**config.mk**
```make
export PLATFORM = sky130hd
export DESIGN_NAME = int_arb2
export DESIGN_NICKNAME = d
export VERILOG_FILES = /design/src/rtl/int_arb2.sv
export SDC_FILE = /design/constraint.sdc
export NUM_CORES = 1
export LEC_CHECK = 0
export BUFFER_PORTS_ARGS = -buffer_cell sky130_fd_sc_hd__buf_2
export CAP_MARGIN = 10
export CORE_AREA = 3 3 141 143
export DETAILED_ROUTE_END_ITERATION = 8
export DIE_AREA = 0 0 144 146
export PLACE_DENSITY_LB_ADDON = 0.08
export SLEW_MARGIN = 25
export SYNTH_ARGS = -nofsm -noshare
export SYNTH_HDL_FRONTEND = slang
export SYNTH_SLANG_ARGS = --single-unit
```
**constraint.sdc**
```tcl
create_clock -name s_axi_aclk -period 4.8 [get_ports s_axi_aclk]
set_clock_uncertainty 0.1 [all_clocks]
set_input_delay 0.96 -clock s_axi_aclk [delete_from_list [all_inputs] [get_ports s_axi_aclk]]
set_output_delay 0.96 -clock s_axi_aclk [all_outputs]
set_load 0.01 [all_outputs]
```
**src/rtl/int_arb2.sv**
```systemverilog
// ---------------------------------------------------------------------------
// int_arb2 -- two-master arbiter for the internal register bus
//
// Shares one downstream int-bus slave between two int-bus masters. Each
// master may have one request outstanding; it is latched on the master's
// single-cycle strobe and held until the transaction completes. Grants
// alternate round-robin when both masters are waiting. Exactly one downstream
// transaction is in flight at a time. Its ack/err/rd_data is returned to the
// master that owns it. A transaction that is never acknowledged is ended
// with an error response after TIMEOUT cycles.
//
// Parameters:
//   ADDR_WIDTH  int-bus address width
//   DATA_WIDTH  int-bus data width (multiple of 8)
//   TIMEOUT     max cycles to wait for a downstream ack, 0 disables timeout
//
// Ports:
//   s_axi_aclk, s_axi_aresetn       clock, synchronous active-low reset
//   mN_addr/wr_data/wr_strb         master N request fields (N = 0, 1)
//   mN_wr_en / mN_rd_en             master N single-cycle request strobes
//   mN_wr_ack/wr_err                master N write response pulse / error
//   mN_rd_ack/rd_err/rd_data        master N read response pulse / error / data
//   int_addr/wr_data/wr_strb        downstream request fields (held)
//   int_wr_en / int_rd_en           downstream single-cycle strobes
//   int_wr_ack/wr_err               downstream write response
//   int_rd_ack/rd_err/rd_data       downstream read response
//   timeout_pulse                   one-cycle pulse when a transaction times out
// ---------------------------------------------------------------------------
module int_arb2 #(
    parameter int ADDR_WIDTH = 10,
    parameter int DATA_WIDTH = 32,
    parameter int TIMEOUT    = 256
) (
    input  logic                    s_axi_aclk,
    input  logic                    s_axi_aresetn,

    input  logic [ADDR_WIDTH-1:0]   m0_addr,
    input  logic [DATA_WIDTH-1:0]   m0_wr_data,
    input  logic [DATA_WIDTH/8-1:0] m0_wr_strb,
    input  logic                    m0_wr_en,
    input  logic                    m0_rd_en,
    output logic                    m0_wr_ack,
    output logic                    m0_wr_err,
    output logic                    m0_rd_ack,
    output logic                    m0_rd_err,
    output logic [DATA_WIDTH-1:0]   m0_rd_data,

    input  logic [ADDR_WIDTH-1:0]   m1_addr,
    input  logic [DATA_WIDTH-1:0]   m1_wr_data,
    input  logic [DATA_WIDTH/8-1:0] m1_wr_strb,
    input  logic                    m1_wr_en,
    input  logic                    m1_rd_en,
    output logic                    m1_wr_ack,
    output logic                    m1_wr_err,
    output logic                    m1_rd_ack,
    output logic                    m1_rd_err,
    output logic [DATA_WIDTH-1:0]   m1_rd_data,

    output logic [ADDR_WIDTH-1:0]   int_addr,
    output logic [DATA_WIDTH-1:0]   int_wr_data,
    output logic [DATA_WIDTH/8-1:0] int_wr_strb,
    output logic                    int_wr_en,
    output logic                    int_rd_en,
    input  logic                    int_wr_ack,
    input  logic                    int_wr_err,
    input  logic                    int_rd_ack,
    input  logic                    int_rd_err,
    input  logic [DATA_WIDTH-1:0]   int_rd_data,

    output logic                    timeout_pulse
);

    localparam int STRB_WIDTH = DATA_WIDTH / 8;
    localparam int CNT_WIDTH  = (TIMEOUT > 0) ? $clog2(TIMEOUT + 1) : 1;
    localparam logic [CNT_WIDTH-1:0] CNT_LIMIT = CNT_WIDTH'(TIMEOUT);

    typedef enum logic {
        ST_IDLE,
        ST_WAIT
    } state_t;

    state_t                 state;
    logic [1:0]             pending;
    logic                   last_grant;
    logic                   owner;
    logic [CNT_WIDTH-1:0]   count;

    // Latched request per master: type (1 = write), address, data, strobes
    logic                   req_wr   [2];
    logic [ADDR_WIDTH-1:0]  req_addr [2];
    logic [DATA_WIDTH-1:0]  req_data [2];
    logic [STRB_WIDTH-1:0]  req_strb [2];

    logic [1:0]             capture;
    logic                   grant_valid;
    logic                   grant_sel;
    logic                   owner_wr;
    logic                   ack_hit;
    logic                   timed_out;
    logic                   resp_fire;
    logic                   resp_err;
    logic [DATA_WIDTH-1:0]  resp_data;
    logic [1:0]             pending_clr;

    // A strobe is taken only when that master has nothing outstanding.
    assign capture[0] = (m0_wr_en | m0_rd_en) & ~pending[0];
    assign capture[1] = (m1_wr_en | m1_rd_en) & ~pending[1];

    // Request latches. When wr_en and rd_en arrive together the request is
    // recorded as a write, so the read is simply dropped.
    always_ff @(posedge s_axi_aclk) begin
        if (!s_axi_aresetn) begin
            for (int n = 0; n < 2; n++) begin
                req_wr[n]   <= 1'b0;
                req_addr[n] <= '0;
                req_data[n] <= '0;
                req_strb[n] <= '0;
            end
        end else begin
            if (capture[0]) begin
                req_wr[0]   <= m0_wr_en;
                req_addr[0] <= m0_addr;
                req_data[0] <= m0_wr_data;
                req_strb[0] <= m0_wr_strb;
            end
            if (capture[1]) begin
                req_wr[1]   <= m1_wr_en;
                req_addr[1] <= m1_addr;
                req_data[1] <= m1_wr_data;
                req_strb[1] <= m1_wr_strb;
            end
        end
    end

    // Round-robin choice: on a tie the master that did not win last time
    // is granted; otherwise whichever one is pending.
    always_comb begin
        grant_valid = |pending;
        if (pending == 2'b11) begin
            grant_sel = ~last_grant;
        end else begin
            grant_sel = pending[1];
        end
    end

    // Response decode for the transaction in flight. Only an ack of the
    // same type as the owner's request counts. A real ack in the limit
    // cycle wins over the timeout.
    always_comb begin
        owner_wr  = req_wr[owner];
        ack_hit   = owner_wr ? int_wr_ack : int_rd_ack;
        timed_out = (TIMEOUT != 0) && (count == CNT_LIMIT) && !ack_hit;
        resp_fire = (state == ST_WAIT) && (ack_hit || timed_out);
        if (timed_out) begin
            resp_err  = 1'b1;
            resp_data = '0;
        end else begin
            resp_err  = owner_wr ? int_wr_err : int_rd_err;
            resp_data = int_rd_data;
        end
        pending_clr = 2'b00;
        if (resp_fire) begin
            pending_clr[owner] = 1'b1;
        end
    end

    // Arbiter FSM. IDLE issues the next downstream strobe; WAIT counts
    // cycles from the strobe cycle and returns the response to the owner.
    // All strobes and response pulses default to 0 each cycle; the int_*
    // request fields and the rd_data outputs hold between transactions.
    always_ff @(posedge s_axi_aclk) begin
        if (!s_axi_aresetn) begin
            state         <= ST_IDLE;
            pending       <= 2'b00;
            last_grant    <= 1'b1;
            owner         <= 1'b0;
            count         <= '0;
            int_addr      <= '0;
            int_wr_data   <= '0;
            int_wr_strb   <= '0;
            int_wr_en     <= 1'b0;
            int_rd_en     <= 1'b0;
            m0_wr_ack     <= 1'b0;
            m0_wr_err     <= 1'b0;
            m0_rd_ack     <= 1'b0;
            m0_rd_err     <= 1'b0;
            m0_rd_data    <= '0;
            m1_wr_ack     <= 1'b0;
            m1_wr_err     <= 1'b0;
            m1_rd_ack     <= 1'b0;
            m1_rd_err     <= 1'b0;
            m1_rd_data    <= '0;
            timeout_pulse <= 1'b0;
        end else begin
            int_wr_en     <= 1'b0;
            int_rd_en     <= 1'b0;
            m0_wr_ack     <= 1'b0;
            m0_wr_err     <= 1'b0;
            m0_rd_ack     <= 1'b0;
            m0_rd_err     <= 1'b0;
            m1_wr_ack     <= 1'b0;
            m1_wr_err     <= 1'b0;
            m1_rd_ack     <= 1'b0;
            m1_rd_err     <= 1'b0;
            timeout_pulse <= 1'b0;

            pending <= (pending | capture) & ~pending_clr;

            case (state)
                ST_IDLE: begin
                    if (grant_valid) begin
                        owner       <= grant_sel;
                        last_grant  <= grant_sel;
                        int_addr    <= req_addr[grant_sel];
                        int_wr_data <= req_data[grant_sel];
                        int_wr_strb <= req_strb[grant_sel];
                        int_wr_en   <= req_wr[grant_sel];
                        int_rd_en   <= ~req_wr[grant_sel];
                        count       <= '0;
                        state       <= ST_WAIT;
                    end
                end

                ST_WAIT: begin
                    if (resp_fire) begin
                        timeout_pulse <= timed_out;
                        if (owner == 1'b0) begin
                            if (owner_wr) begin
                                m0_wr_ack <= 1'b1;
                                m0_wr_err <= resp_err;
                            end else begin
                                m0_rd_ack  <= 1'b1;
                                m0_rd_err  <= resp_err;
                                m0_rd_data <= resp_data;
                            end
                        end else begin
                            if (owner_wr) begin
                                m1_wr_ack <= 1'b1;
                                m1_wr_err <= resp_err;
                            end else begin
                                m1_rd_ack  <= 1'b1;
                                m1_rd_err  <= resp_err;
                                m1_rd_data <= resp_data;
                            end
                        end
                        state <= ST_IDLE;
                    end else begin
                        count <= count + CNT_WIDTH'(1);
                    end
                end

                default: begin
                    state <= ST_IDLE;
                end
            endcase
        end
    end

endmodule

```
==> reports/results.tsv, run 1 <==
metric	value	unit
p_comb_share	12.4	%
yosys.area_share.adder	0.285	%
yosysSeqAreaShare	63.1	%
syn_nets	834	
nNetsFinal	1065	
synthesis.area	0.00878	mm²
area_delta_synth_final	24.2	%
core	0.0187	mm²
ctsHoldBuffers	0	
synthSimpleGateAreaFrac	13.1	%
synth_ff_type	dfxtp_1	
worstMarginPinSlew	833	ps
period_minus_slack	2690	ps
drt_iter0_markers	351	
ys_ff_latch	230	
viasPerCell	5.49	
track_usage	20.4	%
cts_resized	0	
pwr-share-seq	49.4	%
nFillCells	1601	
drt-pass1-iter-count	5	
grt_max_degree	95	
utilization	58.3	%
synth_mux_area_share	6.11	%
die_h	146	µm
leakagePower	5.04	nW
async_reset_ff_share	0	%
critPathCaptureType	flip-flop	
hold_viol	0	
antenna_found_initial	4	
ir_drop	288	µV
synth_top_family_by_area	compound AO/OA/AOI/OAI gates	
drt-total-wl	22600	µm
drtAntennaViolNets	0	
synth_cells	698	
fmax	0.372	GHz
grt_pass1_wl	34800	µm
gp_congestion	0.836	
final_cell_mix	buf_2 (254), dfxtp_1 (136), and3_1 (98), edfxtp_1 (94)	
p_per_area	424	mW/mm²
slew_headroom	42.9	%
cts_tree	yes	
synth_top_area_share	32.1	%
initial_utilization	47.0	%
status	finished, final reports clean	
synth-xor-area-share	0	%
buffer_ports.inserted	254	
overflow	0	
cts_setup_buffers	0	
boundaryPins	255	
synth-compound-area-share	13.4	%
min_path_type	reg2reg	
worstPathRequired	5140	ps
cap_violations	0	
worstPathMaxFanout	39	
dp_hpwl	15100	µm
die_w	144	µm
grt_pass1_vias	6609	
grt_setup_unrepaired	false	
num_rows	50	
cts_buffers	25	
tns	0	ps
synth_area_per_cell	12.6	µm²
synth_edf_count	94	
wl_per_cell	19.1	µm
root_buffer	clkbuf_16	
synth.distinct_cells	51	
layout_commonest_cell	buf_2	
startpoint_type	primary input	
fin_ws	2110	ps
h-tree-depth	1	
synth_largest_area_cell	edfxtp_1	
clkSlewWorstSetupHoldPaths	60	ps
swShare	24.8	%
num_vias	6498	
yosys_warnings	0	
drv_slew	0	
fin_crit_sh	56.1	%
clock_latency	510	ps
critPathKind	in2reg	
setup_violations	0	
fp.dieArea	0.0210	mm²
intPower	3.48	mW
clk_path_buf_depth	3	
worst_ep_arrival_time	3030	ps
drc	0	
post-place-ws	1590	ps
p_sw	1.15	mW
drive_gt1_share	35.0	%
synthTopCellsByArea	edfxtp_1 (32%), dfxtp_1 (31%), and3_1 (7.1%)	
pwr-share-clk	38.2	%
cts_sinks	230	
[path summary, 6_finish.rpt]
| check | slack, ps | startpoint | to | depth (start not counted) |
|---|---|---|---|---|
| worst min register to register | 370 | m1_rd_data[0]$_SDFFE_PN0P_ | m1_rd_data[0]$_SDFFE_PN0P_ | 1 |
| worst max-delay path | 2110 | s_axi_aresetn | m1_rd_data[7]$_SDFFE_PN0P_ | 6 |
| worst max register to register | 2150 | pending[1]$_SDFF_PN0_ | int_wr_data[9]$_SDFFE_PN0N_ | 4 |
| worst min-delay path | 370 | m1_rd_data[0]$_SDFFE_PN0P_ | m1_rd_data[0]$_SDFFE_PN0P_ | 1 |
[cells in the mapped netlist, types with 2 or more instances]
| cell | instances |
|---|---|
| inv_1 | 4 |
| clkbuf_1 | 27 |
| a211oi_2 | 10 |
| nand4_1 | 3 |
| nor4b_1 | 2 |
| o21ai_0 | 4 |
| buf_4 | 7 |
| a21oi_1 | 10 |
| or3_1 | 2 |
| nor2b_1 | 2 |
| a211oi_1 | 36 |
| nand2_1 | 9 |
| buf_6 | 8 |
| and2_1 | 2 |
| or4b_4 | 2 |
| buf_1 | 3 |
| and3_1 | 100 |
| a21oi_2 | 2 |
| nor3_1 | 6 |
| o211ai_1 | 3 |
| ha_1 | 2 |
| buf_2 | 15 |
| mux2i_1 | 50 |
| nor2_1 | 65 |
| edfxtp_1 | 94 |
| nand3_1 | 6 |
| a22o_1 | 64 |
| mux2_2 | 2 |
| dfxtp_1 | 136 |
[layout make-up]
type / instances / area, µm² / share of cell area, %
antenna: 3 / 7.51 / 0.0688
clock buffer: 38 / 729 / 6.68
clock inverter: 7 / 30.0 / 0.275
inverter: 4 / 15.0 / 0.138
multi-input combinational: 404 / 2950 / 27.0
sequential: 230 / 5550 / 50.8
tap: 234 / 293 / 2.68
timing repair buffer: 264 / 1350 / 12.3
[kinds of logic (layout without fill, tap and decap cells)]
logic type	count (synthesis)	after routing
AOI/OAI and AO/OA	142	142
adders and majority gates	2	2
buffers and inverters	64	313
DFF	230	230
muxes	53	53
other	0	3
and+or+nand+nor	207	207
[per-stage QoR]
stage	total power, mW	instances	hold slack [ps]	area (µm²)
2_1_floorplan	2.67	698	395	8780
3_3_place_gp	2.89	1136	356	10100
3_5_place_dp	2.91	1136	360	10100
4_1_cts	4.68	1181	374	10900
5_1_grt	4.83	1183	389	10900
6_report	4.63	1184	371	10900
[power groups by stage]
| stage | sequential, mW | combinational (mW) | clock (mW) |
|---|---|---|---|
| 6_report | 2.29 | 0.572 | 1.77 |
| 3_5_place_dp | 2.33 | 0.577 | 0 |
| 4_1_cts | 2.29 | 0.579 | 1.81 |
| 3_3_place_gp | 2.32 | 0.563 | 0 |
| 2_1_floorplan | 2.34 | 0.330 | 0 |
| 5_1_grt | 2.30 | 0.631 | 1.89 |
[routing by layer]
| metal | vias up | part of all wire, % | track usage [%] |
|---|---|---|---|
| li1 | 3101 | - | - |
| met1 | 3116 | 42 | 26.1 |
| met2 | 224 | 48 | 34.4 |
| met3 | 53 | 7.0 | 4.77 |
| met4 | 4 | 2.4 | 6.17 |
| met5 | - | 0.10 | 0 |
[critical path, cell delays in order]
cell	delay, ps
buf_2	510
inv_2	370
buf_4	400
a21oi_2	170
buf_4	360
a22o_1	220
[registers in the layout, indices dropped and copies added, names as in the netlist, 2 cells and up, named ones only]
register,count
pending,2
req_strb,8
count,9
m0_rd_data,32
req_data,64
int_addr,10
req_wr,2
m1_rd_data,32
int_wr_strb,4
req_addr,20
int_wr_data,32
Note: power is estimated with default switching activity, not from simulation.
==> inputs of run 2 (changes only) <==
==> constraint.sdc (replaced) <==
create_clock -name s_axi_aclk -period 2.3 [get_ports s_axi_aclk]
set_clock_uncertainty 0.1 [all_clocks]
set_input_delay 0.46 -clock s_axi_aclk [delete_from_list [all_inputs] [get_ports s_axi_aclk]]
set_output_delay 0.46 -clock s_axi_aclk [all_outputs]
set_load 0.01 [all_outputs]
==> run 2 against run 1 <==
Design area increased by 1.7%. Clock power increased by 130%. Combinational power increased by 110%. Die area unchanged. Cell count increased by 0.25%. Worst hold slack got worse by 290 ps. Worst setup slack got worse by 1800 ps. Total power increased by 120%. Largest cell class unchanged. Largest power group unchanged.
==> reports/results.tsv, run 2 (synthesis gave the netlist of run 1 again) <==
metric	value	unit
hold_viol	0	
track_usage	19.8	%
drt-total-wl	21800	µm
num_rows	50	
worstPathRequired	2600	ps
period_minus_slack	2040	ps
nNetsFinal	1069	
grt_setup_unrepaired	false	
root_buffer	clkbuf_16	
antenna_found_initial	3	
drc	0	
cts_setup_buffers	0	
min_path_type	in2reg	
critPathTopFamily	multiplexers	
path_cells	mux2i_2, mux2i_1, nor3_1, o221a_2	
ctsHoldBuffers	0	
stdcell_area	0.0111	mm²
ir_drop	575	µV
slew_headroom	43.7	%
layout_commonest_cell	buf_2	
die_w	144	µm
cap_violations	0	
startpoint_type	flip-flop	
grt_pass1_wl	33800	µm
num_vias	6441	
final_cell_mix	buf_2 (254), dfxtp_1 (136), and3_1 (100), edfxtp_1 (94)	
dp_hpwl	14400	µm
gp_congestion	0.838	
critPathCaptureType	flip-flop	
worstPathMaxFanout	11	
grtUsageMet2	33.5	%
grt_max_degree	95	
buffer_ports.inserted	254	
cts_resized	0	
drt_iter0_markers	304	
clk_path_buf_depth	3	
wl_per_cell	18.4	µm
die_h	146	µm
fp.dieArea	0.0210	mm²
area_delta_synth_final	26.4	%
clkSlewWorstSetupHoldPaths	60	ps
p_per_area	900	mW/mm²
grt_use_met1	24.4	%
tns	0	ps
worst_ep_arrival_time	2340	ps
cpMaxStageDelayCell	mux2i_1	
post-place-ws	297	ps
critPathMaxStageDelay	730	ps
top_usage_layer	met2	
p_total	9.99	mW
h-tree-depth	1	
utilization	59.3	%
dpl_cell_area	0.0102	mm²
drt-pass1-iter-count	4	
fmax	0.490	GHz
overflow	0	
cts_sinks	230	
viasPerCell	5.43	
grt_pass1_vias	6581	
clock_latency	510	ps
cts_tree	yes	
cp_num_buf_inv	0	
top_register	req_data	
drive_gt1_share	35.8	%
fin_ws	260	ps
boundaryPins	255	
drtAntennaViolNets	0	
gr-usage-met3	5.65	%
largest_reg_flops	64	
core	0.0187	mm²
fin_crit_sh	88.7	%
cts_buffers	25	
setup_violations	0	
leakagePower	5.13	nW
worstMarginPinSlew	821	ps
critPathKind	reg2reg	
initial_utilization	47.0	%
status	finished, final reports clean	
drv_slew	0	
==> run 2: power by group <==
part / switching [mW] / internal, mW
Sequential: 0.154 / 4.61
Clock: 1.56 / 2.45
Combinational: 0.707 / 0.509
Total: 2.42 / 7.57
==> run 2: path summary, 6_finish.rpt <==
path,cells after the start,slack (ps),startpoint,to
max,4,260,req_wr[0]$_SDFFCE_PN0P_,count[6]$_SDFFE_PN0P_
min,2,80,int_rd_data[8],m1_rd_data[8]$_SDFFE_PN0P_
max reg2reg,4,260,req_wr[0]$_SDFFCE_PN0P_,count[6]$_SDFFE_PN0P_
min reg2reg,1,370,m0_rd_data[4]$_SDFFE_PN0P_,m0_rd_data[4]$_SDFFE_PN0P_
==> run 2: layout make-up <==
type | count | area (µm²)
Sequential cell | 230 | 5550
Inverter | 4 | 15.0
Clock inverter | 12 | 119
Antenna cell | 1 | 2.50
Timing Repair Buffer | 268 | 1450
Multi-Input combinational cell | 404 | 2940
Tap cell | 234 | 293
Clock buffer | 34 | 731
Fill cell | 1572 | 7600
==> run 2: routing by layer <==
layer / part of all wire (%) / vias to the layer above
li1: - / 3113
met1: 41 / 3046
met2: 49 / 232
met3: 7.6 / 44
met4: 2.4 / 6
met5: 0.18 / -
==> run 2: per-stage QoR <==
step / hold WS (ps) / cells
2_1_floorplan: 395 / 698
3_3_place_gp: 356 / 1140
3_5_place_dp: 360 / 1140
4_1_cts: 57.5 / 1186
5_1_grt: 65.2 / 1186
6_report: 80.4 / 1187
==> run 2: worst register-to-register path: stages, from the launching register on <==
cell and delay, ps:
edfxtp_1 430, mux2i_2 240, mux2i_1 730, nor3_1 140
o221a_2 300
